<file path="src/rtl/stream_flush_pkg.sv">
// Shared types and constants for the stream flush initiator slice.
package stream_flush_pkg;

    typedef enum logic {
        IDLE  = 1'b0,
        FLUSH = 1'b1
    } flush_state_e;

    // Wide enough for the largest legal flush length (255 cycles).
    localparam int FlushCntWidth = 8;

endpackage

</file>
<file path="src/rtl/stream_flush_initiator_reg.sv">
// Single-entry output register with load and clear controls; load wins over clear.
module stream_flush_initiator_reg #(
    parameter type T = logic
) (
    input  logic clk_i,
    input  logic rst_i,
    input  logic clr_i,
    input  logic load_i,
    input  logic clear_i,
    input  T     data_i,
    output logic full_o,
    output T     data_o
);

    always_ff @(posedge clk_i or posedge rst_i) begin
        if (rst_i) begin
            full_o <= 1'b0;
            data_o <= '0;
        end else if (clr_i) begin
            full_o <= 1'b0;
            data_o <= '0;
        end else if (load_i) begin
            full_o <= 1'b1;
            data_o <= data_i;
        end else if (clear_i) begin
            full_o <= 1'b0;
        end
    end

endmodule

</file>
<file path="src/rtl/stream_flush_initiator.sv">
// Stream stage that issues a flush strobe to a downstream spill register and drops its own beat.
// Optional drop counter enabled by macro STREAM_FLUSH_INITIATOR_DROP_CNT_EN.
module stream_flush_initiator
    import stream_flush_pkg::*;
#(
    parameter type         T            = logic,
    parameter int unsigned FlushCycles  = 1,
    parameter int unsigned DropCntWidth = 8
) (
    input  logic                    clk_i,
    input  logic                    rst_i,
    input  logic                    clr_i,
    input  logic                    flush_req_i,
    output logic                    flush_busy_o,
    input  logic                    valid_i,
    output logic                    ready_o,
    input  T                        data_i,
    output logic                    valid_o,
    input  logic                    ready_i,
    output T                        data_o,
    output logic                    flush_o,
    output logic [DropCntWidth-1:0] drop_cnt_o
);

    localparam logic [FlushCntWidth-1:0] LastCnt = FlushCntWidth'(FlushCycles - 1);

    flush_state_e             state;
    logic [FlushCntWidth-1:0] flush_cnt;
    logic                     full_q;
    T                         data_q;
    logic                     idle;
    logic                     accept;
    logic                     up_hs;
    logic                     down_hs;
    logic                     load;
    logic                     clear;

    // Upstream is blocked during the acceptance cycle so nothing new lands in a beat about to be flushed.
    assign idle         = (state == IDLE);
    assign accept       = idle && flush_req_i;
    assign ready_o      = idle && !flush_req_i && (!full_q || ready_i);
    assign valid_o      = idle && full_q;
    assign data_o       = data_q;
    assign flush_o      = (state == FLUSH);
    assign flush_busy_o = flush_o || accept;
    assign up_hs        = valid_i && ready_o;
    assign down_hs      = valid_o && ready_i;
    assign load         = up_hs;
    assign clear        = down_hs || (accept && full_q);

    stream_flush_initiator_reg #(
        .T(T)
    ) u_out_reg (
        .clk_i  (clk_i),
        .rst_i  (rst_i),
        .clr_i  (clr_i),
        .load_i (load),
        .clear_i(clear),
        .data_i (data_i),
        .full_o (full_q),
        .data_o (data_q)
    );

    always_ff @(posedge clk_i or posedge rst_i) begin
        if (rst_i) begin
            state     <= IDLE;
            flush_cnt <= '0;
        end else if (clr_i) begin
            state     <= IDLE;
            flush_cnt <= '0;
        end else begin
            case (state)
                IDLE: begin
                    if (flush_req_i) begin
                        state     <= FLUSH;
                        flush_cnt <= '0;
                    end
                end
                FLUSH: begin
                    if (flush_cnt == LastCnt) begin
                        state     <= IDLE;
                        flush_cnt <= '0;
                    end else begin
                        flush_cnt <= flush_cnt + 1'b1;
                    end
                end
                default: begin
                    state     <= IDLE;
                    flush_cnt <= '0;
                end
            endcase
        end
    end

`ifdef STREAM_FLUSH_INITIATOR_DROP_CNT_EN
    logic                    drop;
    logic [DropCntWidth-1:0] drop_cnt;

    // A buffered beat is lost only when the flush is accepted without a downstream handshake.
    assign drop = accept && full_q && !ready_i;

    always_ff @(posedge clk_i or posedge rst_i) begin
        if (rst_i) begin
            drop_cnt <= '0;
        end else if (clr_i) begin
            drop_cnt <= '0;
        end else if (drop && (drop_cnt != '1)) begin
            drop_cnt <= drop_cnt + 1'b1;
        end
    end

    assign drop_cnt_o = drop_cnt;
`else
    assign drop_cnt_o = '0;
`endif

endmodule

</file>
<file path="config.mk">
export PLATFORM = sky130hd
export DESIGN_NAME = stream_flush_initiator
export DESIGN_NICKNAME = d
export VERILOG_FILES = /design/src/rtl/stream_flush_pkg.sv /design/src/rtl/stream_flush_initiator_reg.sv /design/src/rtl/stream_flush_initiator.sv
export SDC_FILE = /design/constraint.sdc
export NUM_CORES = 1
export LEC_CHECK = 0
export CORE_MARGIN = 3
export CORE_UTILIZATION = 52
export CTS_BUF_LIST = sky130_fd_sc_hd__clkbuf_4
export CTS_CLUSTER_DIAMETER = 200
export DETAILED_ROUTE_END_ITERATION = 7
export PLACE_DENSITY = 0.83
export SYNTH_ARGS = -nofsm -noshare
export SYNTH_HDL_FRONTEND = slang
export SYNTH_SLANG_ARGS = --single-unit
export TNS_END_PERCENT = 10
</file>
<file path="constraint.sdc">
create_clock -name clk_i -period 3.39 [get_ports clk_i]
set_clock_uncertainty 0.05 [all_clocks]
set_input_delay 0.678 -clock clk_i [delete_from_list [all_inputs] [get_ports clk_i]]
set_output_delay 0.678 -clock clk_i [all_outputs]
set_load 0.005 [all_outputs]
</file>
==> out/summary.txt <==
most frequent cells in the layout -> dfrtp_1, clkdlybuf4s50_1, inv_1
post_cts resized -> 0
Cell variety after synth -> 23
top cell type's share of synthesized area -> 39.3%
die height -> 42.7 um
Critical Path End Type -> primary output
CP top delay family -> buffers and inverters
crit-path max cell delay -> 520 ps
cells along the critical path -> clkdlybuf4s50_1 -> nor2_1 -> inv_1 -> nor2_1 -> clkdlybuf4s50_1
Initial Utilization -> 59.1%
Rel. slew slack -> 64.8%
drt pass-1 iters -> 4
P&R area growth vs syn -> 17.0%
clk_lat worst skew -> 270 ps
Worst EP required -> 2660 ps
layout cell share with drive strength beyond 1 -> 9.89%
crit path launch type -> primary input
Lkg Pwr -> 0.338 nW
XOR/XNOR share of the synthesized area -> 0%
Initial DRC Count -> 11
Sequential Power Share -> 51.0%
adder-cell share of the synthesized area -> 3.57%
Post-CTS Setup Bufs -> 0
post-route insts no fill -> 105
DRC -> 0
Post-Place Cells -> 101
Clock transition at path regs -> 60 ps
final setup violation count -> 0
Hold Path Class -> flip-flop to flip-flop
die width -> 42.7 um
NetSw -> 0.0000623 W
Detailed Route WL -> 1390 um
Max-Cap Viols -> 0
DP HPWL -> 1050 um
TritonCTS clock tree -> yes
RSZ-0062 raised after global routing -> no
TritonCTS buffer count -> 3
vias per cell -> 5.56
Ys Warns -> 0
post-synthesis mux area share -> 0%
root buffer cell -> clkbuf_4
ranking of synthesized cells by area -> dfrtp_1, buf_4, a21oi_1
critical path fanouts, max -> 6
FMAX -> 0.347 GHz
Slew Limit Fails -> 0
area of the core -> 0.00119 sq mm
routability cong. -> 0.761
sequential area share after synthesis -> 39.3%
Core Util, Final -> 69.1%
CTS Hold Bufs -> 0
htree depth -> 1
Crit path buffers/inverters -> 3
num ports -> 20
Fin. Hold Viols -> 0
row count -> 12
Worst Tran Pin Value -> 527 ps
FILL cells -> 99
switching share of power -> 23.5%
WS Path Type -> primary input to primary output
global route overflow -> 0
combinational power share -> 12.6%
clock share of power -> 36.4%
clk sinks -> 11
die area -> 0.00182 sq mm
WL/cell -> 13.3 um
synthesized instance count -> 78
synthesis-stage register bit count -> 11
Port Buffers -> 11
period utilisation layout -> 84.9%
crit path max-delay cell type -> clkdlybuf4s50_1
post-synthesis cell type with the largest combined area -> dfrtp_1
setup TNS -> 0 ps
crit path DAT -> 2150 ps
Synth Area per Inst -> 8.98 sq um
antenna cells -> 0
internal power -> 0.000203 W
nets@finish -> 101
initial antenna violation count -> 0
number of global-route vias before repair -> 515
overall routing resource usage -> 15.9%
largest net degree at the start of global routing -> 12
Synth Area in Compound Gates -> 23.2%
Tmin final -> 2880 ps
first-pass GRT wire length -> 2170 um
Mapped Area -> 701 sq um
Post-Synth Simple-Gate Area -> 18.8%
largest family of logic cells by synthesized area -> compound AO/OA/AOI/OAI gates
clk buf depth -> 2
Power Density -> 323 mW/mm^2
final antenna-violating net count -> 0
routed via count -> 584
Max VDD drop -> 0.180 mV
outcome -> complete, no violations
==> logic make-up after synthesis <==
group | Yosys count
AO/OA/AOI/OAI | 23
AND/OR/NAND/NOR | 22
buffers and inverters | 19
flip-flops | 11
adder cells (fa/ha/maj) | 2
other | 1
==> sequential cells by signal, summed over array words and instances (netlist names) <==
name / flops
flush_cnt: 8
flush_o: 1
u_out_reg.data_o: 1
u_out_reg.full_o: 1
==> layer usage <==
layer	wire length (um)	GRT usage [%]
met1	643	19.5
met2	664	24.6
met3	79	7.63
met4	6	4.35
met5	0	0
==> through the flow <==
step	worst slack [ps]	hold WS, ps	power (W)	instance area [sq um]
global route	440	524	0.000280	820
global placement	606	467	0.000170	790
CTS	527	503	0.000267	820
detailed placement	535	490	0.000171	790
finish	511	504	0.000265	820
floorplan	1620	447	0.000159	727
==> synthesized netlist by cell type (all sizes together) <==
| master | number |
|---|---|
| buf | 9 |
| nor3 | 1 |
| inv | 10 |
| conb | 1 |
| nor2b | 2 |
| o31ai | 5 |
| nand2 | 5 |
| o311ai | 2 |
| o21ai | 7 |
| nand2b | 1 |
| dfrtp | 11 |
| nand3 | 1 |
| o211ai | 1 |
| or3 | 4 |
| a21oi | 8 |
| nand4b | 1 |
| or4 | 3 |
| or4b | 1 |
| nor2 | 3 |
| ha | 2 |
==> tightest hold or removal path: cells and delay by family, from the launching register on <==
kind | cells | cell delay (ps)
AND/OR/NAND/NOR | 1 | 60
flip-flops | 1 | 380
AO/OA/AOI/OAI | 1 | 70
==> area by class of cell <==
class	instances	area, sq um	area share [%]
timing repair buffer	11	110	13.4
multi-input combinational	55	349	42.6
clock buffer	4	30.0	3.66
sequential	11	275	33.6
tap	14	17.5	2.14
inverter	10	37.5	4.58
==> worst paths after layout <==
check / cells past startpoint / start / slack [ps] / to
setup / recovery: 5 / flush_req_i / 510 / ready_o
hold / removal: 2 / flush_cnt[1]$_DFFE_PP0P_ / 500 / flush_cnt[1]$_DFFE_PP0P_
setup reg to reg: 5 / flush_cnt[0]$_DFFE_PP0P_ / 1650 / flush_cnt[4]$_DFFE_PP0P_
hold reg to reg: 2 / flush_cnt[1]$_DFFE_PP0P_ / 500 / flush_cnt[1]$_DFFE_PP0P_
max in group asynchronous: 2 / rst_i / 2330 / flush_cnt[1]$_DFFE_PP0P_
min in group asynchronous: 2 / rst_i / 650 / u_out_reg.data_o$_DFFE_PP0P_
==> power by group through the flow <==
stage | Clock (W) | Sequential (W) | Combinational, W
after detailed placement | 0 | 0.000138 | 0.0000333
after CTS | 0.0000982 | 0.000135 | 0.0000334
after floorplan | 0 | 0.000136 | 0.0000228
after global routing | 0.000109 | 0.000135 | 0.0000362
final | 0.0000965 | 0.000135 | 0.0000335
after global placement | 0 | 0.000138 | 0.0000325
Power figures use the tool's default switching activity.
